==> config.mk <==
export PLATFORM = sky130hd
export DESIGN_NAME = kangaroo_video_timing
export DESIGN_NICKNAME = d
export VERILOG_FILES = /design/src/rtl/kangaroo_video_timing.sv
export SDC_FILE = /design/constraint.sdc
export NUM_CORES = 1
export LEC_CHECK = 0
export ABC_AREA = 1
export CAP_MARGIN = 15
export CORE_MARGIN = 2
export CORE_UTILIZATION = 48
export CTS_CLUSTER_DIAMETER = 100
export DETAILED_ROUTE_END_ITERATION = 10
export PLACE_DENSITY = 0.76
export SETUP_SLACK_MARGIN = 0.1
export SLEW_MARGIN = 10
export SYNTH_ARGS = -nofsm -noshare
export SYNTH_HDL_FRONTEND = slang
export SYNTH_SLANG_ARGS = --single-unit
export TNS_END_PERCENT = 1
==> constraint.sdc <==
create_clock -name CLK -period 1.71 [get_ports CLK]
set_input_delay 0.171 -clock CLK [delete_from_list [all_inputs] [get_ports CLK]]
set_output_delay 0.171 -clock CLK [all_outputs]
set_load 0.005 [all_outputs]
==> src/rtl/kangaroo_video_timing.sv <==
// Single-clock, clock-enabled video timing generator.
// Produces pixel/line counts plus blanking, sync and frame strobes.
`timescale 1ns/1ps
module kangaroo_video_timing #(
  parameter int H_TOTAL      = 384,
  parameter int H_ACTIVE     = 256,
  parameter int H_SYNC_START = 288,
  parameter int H_SYNC_END   = 320,
  parameter int V_TOTAL      = 264,
  parameter int V_ACTIVE     = 240,
  parameter int V_SYNC_START = 248,
  parameter int V_SYNC_END   = 251
) (
  input  logic       CLK,
  input  logic       CLR,
  input  logic       CE,
  output logic [8:0] HCOUNT,
  output logic [8:0] VCOUNT,
  output logic       HBLANK,
  output logic       VBLANK,
  output logic       HSYNC_N,
  output logic       VSYNC_N,
  output logic       LINE_START,
  output logic       VINT
);

  if (!(0 < H_ACTIVE && H_ACTIVE < H_SYNC_START &&
        H_SYNC_START < H_SYNC_END &&
        H_SYNC_END <= H_TOTAL && H_TOTAL <= 512))
  begin : g_bad_h
    $fatal(1, "kangaroo_video_timing: bad H timing");
  end

  if (!(0 < V_ACTIVE && V_ACTIVE < V_SYNC_START &&
        V_SYNC_START < V_SYNC_END &&
        V_SYNC_END <= V_TOTAL && V_TOTAL <= 512))
  begin : g_bad_v
    $fatal(1, "kangaroo_video_timing: bad V timing");
  end

  typedef enum logic [1:0] {
    H_ACTIVE_ST,
    H_FP,
    H_SYNC,
    H_BP
  } h_state_e;

  localparam logic [8:0] H_LAST = 9'(H_TOTAL - 1);
  localparam logic [8:0] V_LAST = 9'(V_TOTAL - 1);

  // 10-bit so a sync end equal to a 512 total still fits
  localparam logic [9:0] H_ACT_C = 10'(H_ACTIVE);
  localparam logic [9:0] H_SS_C  = 10'(H_SYNC_START);
  localparam logic [9:0] H_SE_C  = 10'(H_SYNC_END);
  localparam logic [9:0] V_ACT_C = 10'(V_ACTIVE);
  localparam logic [9:0] V_SS_C  = 10'(V_SYNC_START);
  localparam logic [9:0] V_SE_C  = 10'(V_SYNC_END);

  logic [8:0] hcount_q, hcount_d;
  logic [8:0] vcount_q, vcount_d;
  h_state_e   h_state_q, h_state_d;
  logic       hblank_q, hblank_d;
  logic       hsync_n_q, hsync_n_d;
  logic       vblank_q, vblank_d;
  logic       vsync_n_q, vsync_n_d;
  logic       line_start_q, line_start_d;
  logic       vint_q, vint_d;
  logic       h_wrap;
  logic [9:0] hn;
  logic [9:0] vn;

  always_comb begin
    h_wrap       = (hcount_q == H_LAST);
    hcount_d     = hcount_q;
    vcount_d     = vcount_q;
    h_state_d    = h_state_q;
    hblank_d     = hblank_q;
    hsync_n_d    = hsync_n_q;
    vblank_d     = vblank_q;
    vsync_n_d    = vsync_n_q;
    line_start_d = 1'b0;
    vint_d       = 1'b0;
    hn           = '0;
    vn           = '0;
    if (CE) begin
      hcount_d = h_wrap ? '0 : hcount_q + 9'd1;
      if (h_wrap) begin
        vcount_d = (vcount_q == V_LAST) ? '0
                                        : vcount_q + 9'd1;
      end
      hn = {1'b0, hcount_d};
      vn = {1'b0, vcount_d};
      // transitions keyed on the count being entered
      unique case (h_state_q)
        H_ACTIVE_ST: if (hn == H_ACT_C) h_state_d = H_FP;
        H_FP:        if (hn == H_SS_C)  h_state_d = H_SYNC;
        H_SYNC: begin
          if (hn == '0)          h_state_d = H_ACTIVE_ST;
          else if (hn == H_SE_C) h_state_d = H_BP;
        end
        H_BP:        if (hn == '0)      h_state_d = H_ACTIVE_ST;
      endcase
      hblank_d  = (h_state_d != H_ACTIVE_ST);
      hsync_n_d = (h_state_d != H_SYNC);
      if (h_wrap) begin
        vblank_d     = (vn >= V_ACT_C);
        vsync_n_d    = !(vn >= V_SS_C && vn < V_SE_C);
        line_start_d = 1'b1;
        vint_d       = (vn == V_ACT_C);
      end
    end
  end

  always_ff @(posedge CLK or posedge CLR) begin
    if (CLR) begin
      hcount_q     <= '0;
      vcount_q     <= '0;
      h_state_q    <= H_ACTIVE_ST;
      hblank_q     <= 1'b0;
      hsync_n_q    <= 1'b1;
      vblank_q     <= 1'b0;
      vsync_n_q    <= 1'b1;
      line_start_q <= 1'b0;
      vint_q       <= 1'b0;
    end else begin
      hcount_q     <= hcount_d;
      vcount_q     <= vcount_d;
      h_state_q    <= h_state_d;
      hblank_q     <= hblank_d;
      hsync_n_q    <= hsync_n_d;
      vblank_q     <= vblank_d;
      vsync_n_q    <= vsync_n_d;
      line_start_q <= line_start_d;
      vint_q       <= vint_d;
    end
  end

  assign HCOUNT     = hcount_q;
  assign VCOUNT     = vcount_q;
  assign HBLANK     = hblank_q;
  assign VBLANK     = vblank_q;
  assign HSYNC_N    = hsync_n_q;
  assign VSYNC_N    = vsync_n_q;
  assign LINE_START = line_start_q;
  assign VINT       = vint_q;

endmodule

### Yosys cells after proc, flatten, opt, wreduce, memory -nomap -nowiden

Cells that the tools add are included.

| cells by class | value |
|---|---|
| add/subtract/negate cells | 2 |
| $lt $le $gt $ge | 3 |
| equal/unequal tests | 10 |
| multiplexer cells | 15 |
| reductions and logical operators | 6 |

Operators with widths:

| kind | number |
|---|---|
| equality test 9 bit, second input constant | 5 |
| two-way mux 9 bit | 4 |
| adder 9 x 1 -> 9 bit, second input constant | 2 |
| greater-or-equal comparator 9 x 8 -> 1 bit, second input constant | 2 |
| two-way mux 2 bit | 6 |
| equality test 9 x 8 -> 1 bit, second input constant | 1 |
| logical NOT 9 bit | 1 |
| less-than comparator 9 x 8 -> 1 bit, second input constant | 1 |
| one-hot mux 2 bit (4 select lines) | 1 |
| equality test 2 bit, second input constant | 2 |
| two-way mux 1 bit | 4 |
| equality test 2 x 1 -> 1 bit, second input constant | 1 |
| logical NOT 2 bit | 1 |
| != test 2 bit, second input constant | 1 |
| AND reduction 2 bit | 1 |
| nonzero test 2 bit | 1 |
| logical AND 1 bit | 1 |
| logical NOT 1 bit | 1 |

| word-level totals | value |
|---|---|
| register bits after elaboration | 26 |
| output and inout port bits | 24 |
| logic and storage cells | 45 |

### Longest topological paths before layout

| depth | value |
|---|---|
| depth in word-level cells | 8 |
| depth in mapped cells | 15 |
| depth with buffers taken out | 15 |

### Worst setup path before layout

No wires, ideal clock.

| timing path | value |
|---|---|
| kind | register to register |
| start point | register hcount_q[1] (netlist: HCOUNT[1]) |
| end point | register vblank_q (netlist: VBLANK) |
| data arrival time | 1.735 ns |
| required time | 1.597 ns |
| slack | -0.138 ns |
| stages on the path, launching flop included | 13 |
| path buffers | 1 |
| cell sequence | dfrtp_1 -> ha_1 -> nand2_2 -> nor2_4 -> nand3_2 -> buf_6 -> nor2_4 -> nand3_2 -> xor2_1 -> nor2_4 -> nand3b_1 -> nand2_1 -> inv_1 |

| on the way | value |
|---|---|
| cells in the longest elaborated chain, start to end | 4 |

Ends and longest elaborated chain:

| item | RTL line | text |
|---|---|---|
| from (decl) | 59 | `logic [8:0] hcount_q, hcount_d;` |
| from (signal assigned) | 126 | `hcount_q <= hcount_d;` |
| equality test 9 bit (*) | 73 | `h_wrap = (hcount_q == H_LAST);` |
| two-way mux 9 bit | 87 | `if (h_wrap) begin` |
| two-way mux 9 bit | 85 | `if (CE) begin` |
| greater-or-equal comparator 9 x 8 -> 1 bit | 106 | `vblank_d = (vn >= V_ACT_C);` |
| to (signal assigned) | 131 | `vblank_q <= vblank_d;` |
| to (decl) | 64 | `logic vblank_q, vblank_d;` |

Mark *: on every way between the ends. The rest lies on a longest branch, timed or not. The select of a mux whose other input is x is not followed.
A chain may end at the register's enable or synchronous reset.

### Worst setup path in the final report

| timing path | value |
|---|---|
| start point | register hcount_q[1] (netlist: HCOUNT[1]) |
| end point | register h_state_q[0] |

| on the way | value |
|---|---|
| cells in the longest elaborated chain, start to end | 7 |

Ends and longest elaborated chain:

| item | RTL line | text |
|---|---|---|
| adder 9 x 1 -> 9 bit or equality test 9 bit (tied branches) | 86, 73 |  |
| two-way mux 9 bit (*) | 86 | `hcount_d = h_wrap ? '0 : hcount_q + 9'd1;` |
| equality test 9 bit | 99 | `else if (hn == H_SE_C) h_state_d = H_BP;` |
| two-way mux 2 bit | 99 |  |
| two-way mux 2 bit | 98 | `if (hn == '0) h_state_d = H_ACTIVE_ST;` |
| one-hot mux 2 bit (4 select lines) (*) | 94 | `unique case (h_state_q)` |
| two-way mux 2 bit (*) | 85 |  |
| to (signal assigned) | 128 | `h_state_q <= h_state_d;` |
| to (decl) | 61 | `h_state_e h_state_q, h_state_d;` |

Marks and branches as above.

==> key figures <==
GRT
  – Vias in the first global route: roughly 1700
  – Initial antenna violation count: 0
  – GR Util All Layers: 0.233
  – Grt total ovfl: 0
  – Largest net degree at the start of global routing: 28
  – First-pass GRT wire length: about 7400 um

Routing
  – WL/cell: roughly 13 um
  – Routed vias/inst: 5.07
  – Final WL: approximately 4400 um
  – Drt drc: 0
  – Initial DRC Count: between 150 and 200
  – Antenna Nets Post-Route: 0
  – Initial DRT Pass Iterations: 4
  – DR vias: 1745

Floorplanning
  – Initial Util: 0.502
  – Die W: between 60 and 70 um
  – Die Height: roughly 63 um
  – Die Footprint: between 4000 and 5000 um^2
  – Io pins: 27
  – CORE AREA: roughly 3400 um^2
  – Row cnt: 21

Synth
  – Netlist Area Pre-Place: about 1700 um^2
  – Synthesized instance count: between 200 and 250
  – Post-synth top flop: dfrtp_1
  – Warnings from Yosys: 0
  – #FFs+latches synth: 26
  – Post-synthesis sequential area ratio: 0.387
  – Top-area cell type share of the netlist area: 0.356
  – Leading area contributor after synthesis: dfrtp_1
  – Cell variety after synth: 26
  – Synth area leaders: dfrtp_1, nand2_1, inv_1
  – Syn Area/Cell: roughly 7.2 um^2
  – Syn_nets: between 200 and 250
  – Ys async rst share: 1.00
  – Post-synth EDFFs: 0

Layout
  – Most common cell after layout, fill and taps aside: nand2_1
  – Sequential cell area: between 600 and 700 um^2
  – Layout cells sized above 1: 0.322
  – Area of the multi-input gates: between 1000 and 1500 um^2
  – Number of fill cells: roughly 280
  – Area added between synthesis and finish: 44.7%
  – # diodes: 0
  – Utilization after layout: 0.726
  – Fin nets: about 310
  – Most frequent cells in the layout: nand2_1, buf_4, inv_1, clkdlybuf4s50_1, dfrtp_1

STA
  – Worst-case clock skew: 0.00529 ns
  – Fmax: approximately 530 MHz
  – Final setup vio count: 9
  – Fin. Hold Viols: 0
  – Min Tclk post-route: about 1.9 ns
  – Rel. slew slack: 0.739
  – RSZ-0062 raised after global routing: yes
  – Setup ws final: -0.159 ns
  – Worst hold slack: roughly 0.16 ns
  – Slew of the pin with the lowest slew margin: approximately 0.39 ns
  – Max Slew Vio Count: 0
  – Fin crit share: 1.09

Setup path
  – CP Launch Type: flop
  – CP Capture Type: flop
  – Worst EP required: about 2 ns
  – Worst Setup Path Type: flop to flop
  – Crit-path max FO: 3
  – WP data arrival: around 2.1 ns

Outcome
  – Failing checks: negative setup slack
  – Status: finished with violations

Clock tree
  – CTS tree: yes
  – H-tree depth: 1
  – Worst skew pair latency: ~0.34 ns
  – CTS max path bufs: 2
  – Clock sinks: 26
  – Clk pin slew, worst setup/hold paths: about 0.14 ns
  – TritonCTS buffer count: 3
  – CTS Root Cell: clkbuf_4

Power
  – Overall Power: roughly 2.1 mW
  – PwrDens: ~860 nW/um^2
  – Max VDD drop: between 0.7 and 0.8 mV
  – Pleak: around 1.2 nW

Placed design
  – DPL Wire Length: 3060 um
  – Port Buffers: 26
  – RePlAce Congestion: approximately 0.85

Flow run
  – Max-Cap Viols: 0

Hold path
  – Hold/Removal Path Class: primary input to async pin
## cells by family after synthesis
family / Yosys count / synth area share
compound gates: 22 / 0.0689
xor+xnor: 5 / 0.0259
fa+ha+maj: 3 / 0.0222
buf+inv: 37 / 0.0867
flops: 26 / 0.387
simple gates: 141 / 0.409
## layout make-up
class | count | share of cell area
well taps | 46 | 0.0236
repair buffers | 65 | 0.228
flip-flops and latches | 26 | 0.268
clock buffers | 3 | 0.00922
multi-input cells | 171 | 0.419
inverters | 33 | 0.0517
## power breakdown
group	total, mW	internal (mW)	switching (mW)	leakage (nW)
logic	1.01	0.500	0.511	0.833
clock network	0.275	0.0833	0.192	0.0138
registers	0.822	0.719	0.103	0.334
total	2.11	1.30	0.807	1.18
## critical path, cell delays in order, from the launching register on
cell     delay [ns]
dfrtp_1        0.39
ha_2           0.19
nand2_2        0.07
buf_4          0.16
inv_1          0.09
nand2_1        0.08
nand2_2        0.11
nand4_1        0.12
nor2_1         0.11
nand3_1        0.13
nand3_2        0.10
nand3_2        0.10
nand2_2        0.08
nand2_1        0.05
## stage by stage
stage / setup TNS (ns) / instance area, um^2 / cells / setup WS (ns)
floorplan: -0.167 / 1700 / 234 / -0.0768
global placement: -0.400 / 2250 / 336 / -0.0988
detailed placement: -0.926 / 2250 / 336 / -0.164
CTS: -0.499 / 2300 / 340 / -0.0950
global route: -2.29 / 2440 / 344 / -0.305
finish: -0.962 / 2440 / 344 / -0.159
## synth_stat cells, types with 2 or more instances
cell type and instances:
o21ai_0 19, nor2_4 4, nor2_1 20, nor3_1 5, nand2_1 70, inv_2 2
nand4_1 5, dfrtp_1 24, dfstp_2 2, ha_1 3, inv_1 29, clkbuf_1 3
nor2_2 3, clkinv_1 2, xor2_1 5, or2_2 4, nand3_1 17, nand3_2 6
nand2_2 4
## metal layers
metal	vias up	wire [um]	GRT usage
li1	868	-	-
met1	814	2000	0.335
met2	49	2090	0.362
met3	14	203	0.0304
met4	0	146	0.0788
met5	-	0	0
## final timing paths
kind,startpoint,to,slack [ns],cells past startpoint
worst max-delay path,HCOUNT[1]$_DFFE_PP0P_,h_state_q[0]$_DFFE_PP0P_,-0.16,13
worst min-delay path,CLR,HCOUNT[0]$_DFFE_PP0P_,0.16,3
worst max register to register,HCOUNT[1]$_DFFE_PP0P_,h_state_q[0]$_DFFE_PP0P_,-0.16,13
worst min register to register,HSYNC_N$_DFFE_PP1P_,HSYNC_N$_DFFE_PP1P_,0.50,2
max in group asynchronous,CLR,VSYNC_N$_DFFE_PP1P_,1.25,3
min in group CLK,HSYNC_N$_DFFE_PP1P_,HSYNC_N$_DFFE_PP1P_,0.50,2
## flip-flops by register name, summed over array words and instances, names as in the netlist
register and flops:
HSYNC_N 1, VCOUNT 9, HCOUNT 9, HBLANK 1
LINE_START 1, h_state_q 2, VSYNC_N 1, VBLANK 1
VINT 1
## repair_timing
action,CTS,global route
pin swaps,7,13
buffers inserted,1,4
hold buffers,0,0
endpoints found under the setup margin,11,19
gates resized for setup,10,30
Note: power is estimated with default switching activity, not from simulation.
